## config.mk

```make
export PLATFORM = sky130hd
export DESIGN_NAME = imem_loader
export DESIGN_NICKNAME = d
export VERILOG_FILES = /design/src/rtl/mips_loader_pkg.sv /design/src/rtl/byte_packer.sv /design/src/rtl/imem_loader.sv
export SDC_FILE = /design/constraint.sdc
export NUM_CORES = 1
export LEC_CHECK = 0
export ABC_AREA = 1
export CORE_MARGIN = 1
export CORE_UTILIZATION = 43
export DETAILED_ROUTE_END_ITERATION = 12
export SLEW_MARGIN = 30
export SYNTH_ARGS = -nofsm -noshare
export SYNTH_HDL_FRONTEND = slang
export SYNTH_SLANG_ARGS = --single-unit
```

## constraint.sdc

```tcl
create_clock -name clock -period 3.1 [get_ports clock]
set_input_delay 0.465 -clock clock [delete_from_list [all_inputs] [get_ports clock]]
set_output_delay 0.465 -clock clock [all_outputs]
set_load 0.01 [all_outputs]
```

## src/rtl/mips_loader_pkg.sv

```systemverilog
// Shared types and constants for the instruction-memory boot loader.
// Image layout: 2-byte word count, 4-byte big-endian words, 1 XOR checksum byte.
package mips_loader_pkg;

    typedef enum logic [2:0] {
        HDR_HI,
        HDR_LO,
        DATA,
        CSUM,
        DONE,
        ERR
    } state_e;

    localparam int unsigned HDR_BYTES      = 2;
    localparam int unsigned CSUM_BYTES     = 1;
    localparam int unsigned BYTES_PER_WORD = 4;

endpackage

```

## src/rtl/byte_packer.sv

```systemverilog
// Packs a byte stream into 32-bit big-endian words (first byte lands in bits 31:24).
// The completed word and its valid strobe are registered, one cycle after the 4th byte.
module byte_packer
    import mips_loader_pkg::*;
(
    input  logic        clock_i,
    input  logic        reset_i,
    input  logic        clear_i,
    input  logic        shift_i,
    input  logic [7:0]  byte_i,
    output logic        word_last_o,
    output logic        word_valid_o,
    output logic [31:0] word_o
);

    localparam int unsigned IDX_W = $clog2(BYTES_PER_WORD);

    logic [31:0]      shift_q, shift_d;
    logic [IDX_W-1:0] idx_q, idx_d;
    logic             valid_q, valid_d;

    always_comb begin
        word_last_o = shift_i && (idx_q == IDX_W'(BYTES_PER_WORD - 1));
        shift_d     = shift_q;
        idx_d       = idx_q;
        valid_d     = word_last_o;
        if (clear_i) begin
            shift_d = '0;
            idx_d   = '0;
        end else if (shift_i) begin
            shift_d = {shift_q[23:0], byte_i};
            idx_d   = idx_q + 1'b1;
        end
    end

    always_ff @(posedge clock_i or posedge reset_i) begin
        if (reset_i) begin
            shift_q <= '0;
            idx_q   <= '0;
            valid_q <= 1'b0;
        end else begin
            shift_q <= shift_d;
            idx_q   <= idx_d;
            valid_q <= valid_d;
        end
    end

    assign word_valid_o = valid_q;
    assign word_o       = shift_q;

endmodule

```

## src/rtl/imem_loader.sv

```systemverilog
// Boot-time instruction memory writer: receives a length-prefixed, XOR-checked
// byte image and writes it to consecutive word addresses while holding the core.
module imem_loader
    import mips_loader_pkg::*;
#(
    parameter int unsigned DEPTH_W = 8
) (
    input  logic               clock,
    input  logic               reset,
    input  logic [7:0]         rx_data,
    input  logic               rx_valid,
    output logic               rx_ready,
    input  logic               reload,
    output logic               imem_we,
    output logic [DEPTH_W-1:0] imem_addr,
    output logic [31:0]        imem_wdata,
    output logic               core_hold,
    output logic               done,
    output logic               error
);

    localparam logic [16:0] MAX_WORDS = 17'(1) << DEPTH_W;

    state_e             state_q, state_d;
    logic [15:0]        count_q, count_d;
    logic [15:0]        word_cnt_q, word_cnt_d;
    logic [7:0]         xor_q, xor_d;
    logic [DEPTH_W-1:0] addr_q, addr_d;

    logic        accept;
    logic        enter_hdr;
    logic        pk_shift;
    logic        pk_last;
    logic        pk_valid;
    logic [31:0] pk_word;
    logic [15:0] n_hdr;

    assign accept    = rx_valid && rx_ready;
    assign enter_hdr = ((state_q == DONE) || (state_q == ERR)) && reload;
    assign pk_shift  = accept && (state_q == DATA);
    assign n_hdr     = {count_q[15:8], rx_data};

    byte_packer u_packer (
        .clock_i      (clock),
        .reset_i      (reset),
        .clear_i      (enter_hdr),
        .shift_i      (pk_shift),
        .byte_i       (rx_data),
        .word_last_o  (pk_last),
        .word_valid_o (pk_valid),
        .word_o       (pk_word)
    );

    always_ff @(posedge clock or posedge reset) begin
        if (reset) begin
            state_q <= HDR_HI;
        end else begin
            state_q <= state_d;
        end
    end

    always_comb begin
        state_d = state_q;
        unique case (state_q)
            HDR_HI: if (accept) state_d = HDR_LO;
            HDR_LO: begin
                if (accept) begin
                    if (n_hdr == 16'd0)                   state_d = CSUM;
                    else if ({1'b0, n_hdr} > MAX_WORDS)   state_d = ERR;
                    else                                  state_d = DATA;
                end
            end
            DATA: begin
                if (pk_shift && pk_last && ((word_cnt_q + 16'd1) == count_q)) state_d = CSUM;
            end
            CSUM: if (accept) state_d = (rx_data == xor_q) ? DONE : ERR;
            DONE: if (reload) state_d = HDR_HI;
            ERR:  if (reload) state_d = HDR_HI;
            default: state_d = HDR_HI;
        endcase
    end

    always_comb begin
        rx_ready  = (state_q == HDR_HI) || (state_q == HDR_LO) ||
                    (state_q == DATA)   || (state_q == CSUM);
        done      = (state_q == DONE);
        error     = (state_q == ERR);
        core_hold = (state_q != DONE);
    end

    // The write address is captured with the 4th byte so it lines up with the packer's registered word.
    always_comb begin
        count_d    = count_q;
        word_cnt_d = word_cnt_q;
        xor_d      = xor_q;
        addr_d     = addr_q;
        if (enter_hdr) begin
            word_cnt_d = '0;
            xor_d      = '0;
            addr_d     = '0;
        end else if (accept) begin
            if (state_q == HDR_HI) count_d[15:8] = rx_data;
            if (state_q == HDR_LO) count_d[7:0]  = rx_data;
            if (state_q == DATA) begin
                xor_d = xor_q ^ rx_data;
                if (pk_last) begin
                    addr_d     = word_cnt_q[DEPTH_W-1:0];
                    word_cnt_d = word_cnt_q + 16'd1;
                end
            end
        end
    end

    always_ff @(posedge clock or posedge reset) begin
        if (reset) begin
            count_q    <= '0;
            word_cnt_q <= '0;
            xor_q      <= '0;
            addr_q     <= '0;
        end else begin
            count_q    <= count_d;
            word_cnt_q <= word_cnt_d;
            xor_q      <= xor_d;
            addr_q     <= addr_d;
        end
    end

    assign imem_we    = pk_valid;
    assign imem_addr  = addr_q;
    assign imem_wdata = pk_word;

endmodule

```

==> summary.txt, run 1 <==
Clock tree
  – TritonCTS clock tree: built
  – Cts repair resizes: 0
  – TritonCTS Buffers: 9
  – Sink Count: 86
  – Clk buf depth: 2
  – H-tree levels: 3
  – Setup repair bufs after CTS: 0
  – Worst-path clk slew: 90 ps
  – Clk_lat worst skew: 350 ps
  – CTS root buffer: clkbuf_8
  – # hold bufs at CTS: 0

STA
  – Slew Limit Fails: 0
  – Slew at the pin with the worst max-slew slack: 601 ps
  – Layout Skew: 6.03 ps
  – Max_slew headroom: 0.598
  – Final setup TNS: 0 ps
  – Max Clock Freq: 0.448 GHz
  – Fin. Hold Viols: 0
  – Final setup violation count: 0
  – RSZ-0062 raised after global routing: false
  – Final period util: 0.720
  – Final min period: 2230 ps

Routing
  – DRC: 0
  – Vias per std cell: 5.01
  – Via count: 3,507
  – Number of routed nets with antenna violations: 0
  – Routed Wire Length: 10,100 µm
  – First drt pass iteration count: 5
  – DR WL/cell: 14.4 µm
  – DR iter-0 viols: 204

Synthesis
  – Post-synth EDFFs: 0
  – Yosys warnings: 0
  – Synth Instances: 510
  – Asr flop ratio synth: 1.00
  – Synthesized area: 4240 µm²
  – Synth Flop Type: dfrtp_1
  – Mean post-synth cell area: 8.32 µm²
  – Seq cells post-synth: 86
  – Syn Nets: 524
  – Sequential fraction of the synthesis area: 0.507
  – Distinct cells, synth: 30

Finish
  – Final Util: 0.549
  – Layout cells sized above 1: 0.0823
  – Non-filler instance count after layout: 700
  – Ant. Diodes: 0
  – Net count reported at finish: 581
  – Area growth syn-to-layout: 21.8%

Worst setup path
  – Setup crit end: error
  – RR Endpoint: imem_addr[1]$_DFFE_PP0P_
  – WS Path Type: flop to primary output
  – FF-to-FF path depth: 8
  – Reg2reg start: state_q[2]$_DFFE_PP0P_
  – CP Launch Point: state_q[0]$_DFFE_PP0P_
  – Worst Path Required: 2630 ps
  – Critical path data arrival time: 1770 ps
  – CP startpoint kind: flop
  – R2R Setup Slk: 970 ps
  – CP Capture Type: primary output
  – Crit-path max FO: 5

Worst hold path
  – Worst hold-check path type: flop to flop

Placement
  – Placed insts: 685
  – GP Congestion: 0.876
  – PortBufs: 56
  – Dpl hpwl: 7200 µm

Global route
  – Antenna violations before repair: 0
  – Grt total ovfl: 0
  – First-pass GRT wire length: 17,100 µm
  – Vias in the first global route: 3,403
  – Global Route Usage Sum: 0.216
  – Largest net degree at the start of global routing: 87

Power and ir drop
  – Tot Pwr: 3.12 mW
  – Combinational share of power: 0.260
  – Static leakage: 2.40 nW
  – Clock Power Share: 0.277
  – Int Power: 2.07 mW
  – Worst vdd ir: 0.283 mV
  – Switching share of total power: 0.337
  – Sequential Power Share: 0.463
  – Switching power: 1.05 mW
  – Power Density: 604 nW/µm²

Floorplan
  – Core outline area: 9420 µm²
  – Initial cell density of the core: 0.450
  – Row count: 35
  – Die Height: 101 µm
  – Die width: 101 µm
  – Area of the die: 10,300 µm²
  – Io pins: 57

Flow run
  – Max-Cap Viols: 0

Outcome
  – Status: completed
-- layer usage --
| metal | GRT usage | vias up | routed length [µm] | share of wire |
|---|---|---|---|---|
| li1 | - | 1783 | - | - |
| met1 | 0.304 | 1609 | 4840 | 0.48 |
| met2 | 0.327 | 101 | 4490 | 0.45 |
| met3 | 0.0462 | 14 | 601 | 0.060 |
| met4 | 0.0825 | 0 | 156 | 0.015 |
| met5 | 0 | - | 0 | 0 |
-- how the worst min path moves through the flow --
stage | depth (start not counted) | to | from
2_1_floorplan | 2 | count_q[2]$_DFFE_PP0P_ | count_q[2]$_DFFE_PP0P_
3_3_place_gp | 2 | imem_addr[4]$_DFFE_PP0P_ | imem_addr[4]$_DFFE_PP0P_
3_5_place_dp | 2 | imem_addr[3]$_DFFE_PP0P_ | imem_addr[3]$_DFFE_PP0P_
4_1_cts | 2 | imem_addr[4]$_DFFE_PP0P_ | imem_addr[4]$_DFFE_PP0P_
5_1_grt | 2 | imem_addr[4]$_DFFE_PP0P_ | imem_addr[4]$_DFFE_PP0P_
6_report | 2 | imem_addr[3]$_DFFE_PP0P_ | imem_addr[3]$_DFFE_PP0P_
-- power groups by stage --
| stage | registers, mW | logic [mW] | clock network [mW] |
|---|---|---|---|
| detailed placement | 1.46 | 0.818 | 0 |
| global route | 1.47 | 0.921 | 0.925 |
| finish | 1.45 | 0.811 | 0.863 |
| CTS | 1.45 | 0.820 | 0.883 |
| global placement | 1.46 | 0.809 | 0 |
| floorplan | 1.41 | 0.588 | 0 |
-- sequential cells by signal (all words and copies together) (netlist names) --
name                   count
count_q                   16
u_packer.word_valid_o      1
xor_q                      8
imem_addr                  8
word_cnt_q                16
u_packer.word_o           32
state_q                    3
u_packer.idx_q             2
-- synth_stat cells, types with 4 or more instances --
cell,instances,area share
nand2_1,117,0.10
nor2_1,18,0.016
o21ai_0,45,0.053
xor2_1,6,0.012
buf_2,5,0.0059
xnor2_1,4,0.0083
o22ai_1,33,0.049
inv_1,76,0.067
nand4_1,12,0.018
clkbuf_1,9,0.0080
nand2_2,6,0.0089
nor2_2,6,0.0089
inv_2,5,0.0044
dfrtp_1,86,0.51
nand3_1,53,0.063
-- layout by cell type (no fill, tap or decap), types with 3 or more instances in the layout --
cell and n:
nand2_1 117, dfrtp_1 86, inv_1 75, clkdlybuf4s50_1 56, nand3_1 53, o21ai_0 45, o22ai_1 33, nor2_1 18
nand4_1 12, clkbuf_8 9, nand2_2 6, nor2_2 6, xor2_1 6, inv_2 5, xnor2_1 4, buf_4 4
nor2_4 3, nand3_2 3, nor3_1 3, o31ai_1 3
-- metrics by stage --
stage	area, µm²	worst slack (ps)	hold WS [ps]
4_1_cts	5160	860	494
3_3_place_gp	4950	589	466
6_report	5160	867	487
3_5_place_dp	4950	494	473
5_1_grt	5160	703	518
2_1_floorplan	4240	413	466
-- kinds of logic (layout without fill, tap and decap cells) --
group | after synthesis | count (layout) | synth area share
flops | 86 | 86 | 0.507
xor+xnor | 12 | 12 | 0.0313
buf+inv | 96 | 157 | 0.0864
fa+ha+maj | 2 | 2 | 0.00590
simple gates | 230 | 230 | 0.258
compound gates | 84 | 84 | 0.112
-- cell type report --
type	count	area [µm²]
fillers	881	4250
flip-flops and latches	86	2150
multi-input cells	328	1720
repair buffers	61	611
inverters	81	305
well taps	129	161
clock buffers	10	128
clock inverters	5	85.1
-- worst max-delay path, cell delays in order, from the launching register on --
cell,delay [ps]
dfrtp_1,480
inv_1,90
nor2_1,140
inv_1,90
nor2_1,90
clkdlybuf4s50_1,540
Power figures use the tool's default switching activity.
==> inputs of run 2 (changes only) <==
==> constraint.sdc (replaced) <==
create_clock -name clock -period 2.15 [get_ports clock]
set_input_delay 0.3225 -clock clock [delete_from_list [all_inputs] [get_ports clock]]
set_output_delay 0.3225 -clock clock [all_outputs]
set_load 0.01 [all_outputs]
==> run 2 against run 1 <==
  * Combinational power increased by 52%
  * Total power grew 45%
  * Final cell count increased by 0.86%
  * Clock power rose by 40%
  * Global-route usage grew 0.37 points
  * Register-to-register slack got worse by 720 ps
  * Clock-buffer cell count down 1
  * Worst hold slack worse by 170 ps
  * Sequential power grew 43%
  * Critical endpoint unchanged
  * Largest cell class unchanged
  * Highest routed layer unchanged
==> summary.txt, run 2 (synthesis gave the netlist of run 1 again) <==
Outcome
  – Status: completed

Routing
  – First drt pass iteration count: 5
  – DRC: 0
  – Routed Wire Length: 10,400 µm
  – DR WL/cell: 14.8 µm
  – Number of routed nets with antenna violations: 0
  – DR iter-0 viols: 189
  – Via count: 3,621
  – Vias per std cell: 5.13

Placement
  – GP Congestion: 0.881
  – Area after DPL: 5020 µm²
  – PortBufs: 56
  – Dpl hpwl: 7470 µm
  – Placed insts: 690
  – Worst slack, placed: 118 ps

Global route
  – Largest net degree at the start of global routing: 45
  – Vias in the first global route: 3,555
  – First-pass GRT wire length: 17,500 µm
  – Antenna violations before repair: 0
  – Grt total ovfl: 0
  – Global Route Usage Sum: 0.219

Finish
  – Area growth syn-to-layout: 23.1%
  – Ant. Diodes: 0
  – Non-filler instance count after layout: 706
  – Register area: 2150 µm²
  – Most common cell after layout, fill and taps aside: nand2_1
  – Highest-count cells in the layout ignoring fill and taps: nand2_1, dfrtp_1, inv_1, clkdlybuf4s50_1, nand3_1
  – Final Util: 0.555
  – Fin area: 5220 µm²
  – Layout cells sized above 1: 0.0953
  – Largest register FFs: 32
  – Net count reported at finish: 586
  – Footprint of the multi-input gates: 1720 µm²
  – Fillers: 888

Worst setup path
  – Critical Path Slowest Stage Cell: dfrtp_1
  – WS Path Type: flop to primary output
  – CP startpoint kind: flop
  – CP peak stage delay: 560 ps
  – Critical path data arrival time: 1730 ps
  – CP cell instances: inv_1 > nor2_1 > clkdlybuf4s50_1
  – CP Capture Type: primary output
  – Crit-path max FO: 10
  – Worst Path Required: 1830 ps

Clock tree
  – TritonCTS clock tree: built
  – Clk_lat worst skew: 360 ps
  – Worst-path clk slew: 100 ps
  – TritonCTS Buffers: 9
  – H-tree levels: 3
  – CTS root buffer: clkbuf_8
  – # hold bufs at CTS: 0
  – Clk buf depth: 2
  – Sink Count: 86

Power and ir drop
  – Worst vdd ir: 0.352 mV
  – Power Density: 865 nW/µm²
  – Tot Pwr: 4.52 mW
  – Static leakage: 2.43 nW

Floorplan
  – Row count: 35
  – Core outline area: 9420 µm²
  – Die width: 101 µm
  – Io pins: 57
  – Area of the die: 10,300 µm²
  – Initial cell density of the core: 0.450
  – Die Height: 101 µm

STA
  – Layout Skew: 12.0 ps
  – Final min period: 2050 ps
  – Slew at the pin with the worst max-slew slack: 487 ps
  – Hold Slack: 322 ps
  – Max Clock Freq: 0.487 GHz
  – Final WS setup: 96.7 ps
  – Final period util: 0.955
  – RSZ-0062 raised after global routing: false
  – Final setup TNS: 0 ps
  – Slew Limit Fails: 0
  – Final setup violation count: 0
  – Max_slew headroom: 0.675
  – Fin. Hold Viols: 0

Flow run
  – Max-Cap Viols: 0

Worst hold path
  – Worst hold-check path type: input port to asynchronous set/reset pin
[run 2: cell types whose count changed in the layout (fill, tap and decap cells not counted)]
cell / delta
inv_8: +1
clkinvlp_4: +1
dfrtp_1: -1
clkbuf_1: -1
buf_12: +2
buf_4: +3
inv_6: +2
clkinv_4: -1
bufinv_16: -1
dfrtp_2: +1
[run 2: worst paths after layout]
path                                           startpoint                         endpoint  slack [ps]  cells past startpoint
worst max-delay path               state_q[2]$_DFFE_PP0P_                            error         100                      3
worst min-delay path                                reset  u_packer.word_o[27]$_DFFE_PP0P_         320                      2
worst max register to register  word_cnt_q[0]$_DFFE_PP0P_           state_q[0]$_DFFE_PP0P_         250                     13
min in group clock               imem_addr[3]$_DFFE_PP0P_         imem_addr[3]$_DFFE_PP0P_         490                      2
max in group asynchronous                           reset           state_q[0]$_DFFE_PP0P_        1250                      3
worst min register to register   imem_addr[3]$_DFFE_PP0P_         imem_addr[3]$_DFFE_PP0P_         490                      2
[run 2: what timing repair did]
| item | 4_1_cts | 5_1_grt |
|---|---|---|
| endpoints found under the setup margin | 0 | 1 |
| resized for setup | 0 | 1 |
| setup buffers | 0 | 0 |
| endpoints found under the hold margin | 0 | 0 |
[run 2: layer usage]
metal  GRT usage  routed length (µm)  share of wire
met1       0.304                5040           0.48
met2       0.353                4730           0.45
met3      0.0393                 515          0.049
met4      0.0658                 141          0.014
met5           0                   0              0
[run 2: report_power, final]
group | internal [mW] | leakage [nW] | switching (mW)
clock | 0.555 | 0.102 | 0.652
combinational | 0.507 | 1.15 | 0.722
sequential | 1.85 | 1.17 | 0.234
[run 2: area by class of cell]
cell class | count | share of cell area
flip-flops and latches | 86 | 0.412
clock buffers | 9 | 0.0237
inverters | 81 | 0.0589
well taps | 129 | 0.0309
clock inverters | 7 | 0.0153
multi-input cells | 328 | 0.330
repair buffers | 66 | 0.129
[run 2: critical path: cells and delay by family, from the launching register on]
| family | cells | cell delay, ps |
|---|---|---|
| simple gates | 1 | 130 |
| flops | 1 | 560 |
| buf+inv | 2 | 700 |
==> inputs of run 3 (changes only) <==
--- a/config.mk
+++ b/config.mk
@@ -8,6 +8,7 @@
 export ABC_AREA = 1
 export CORE_MARGIN = 1
 export CORE_UTILIZATION = 43
+export CTS_CLUSTER_DIAMETER = 50
 export DETAILED_ROUTE_END_ITERATION = 12
 export SLEW_MARGIN = 30
 export SYNTH_ARGS = -nofsm -noshare
==> results of run 3 <==
Final layout, timing and power as in run 2 (identical DEF).
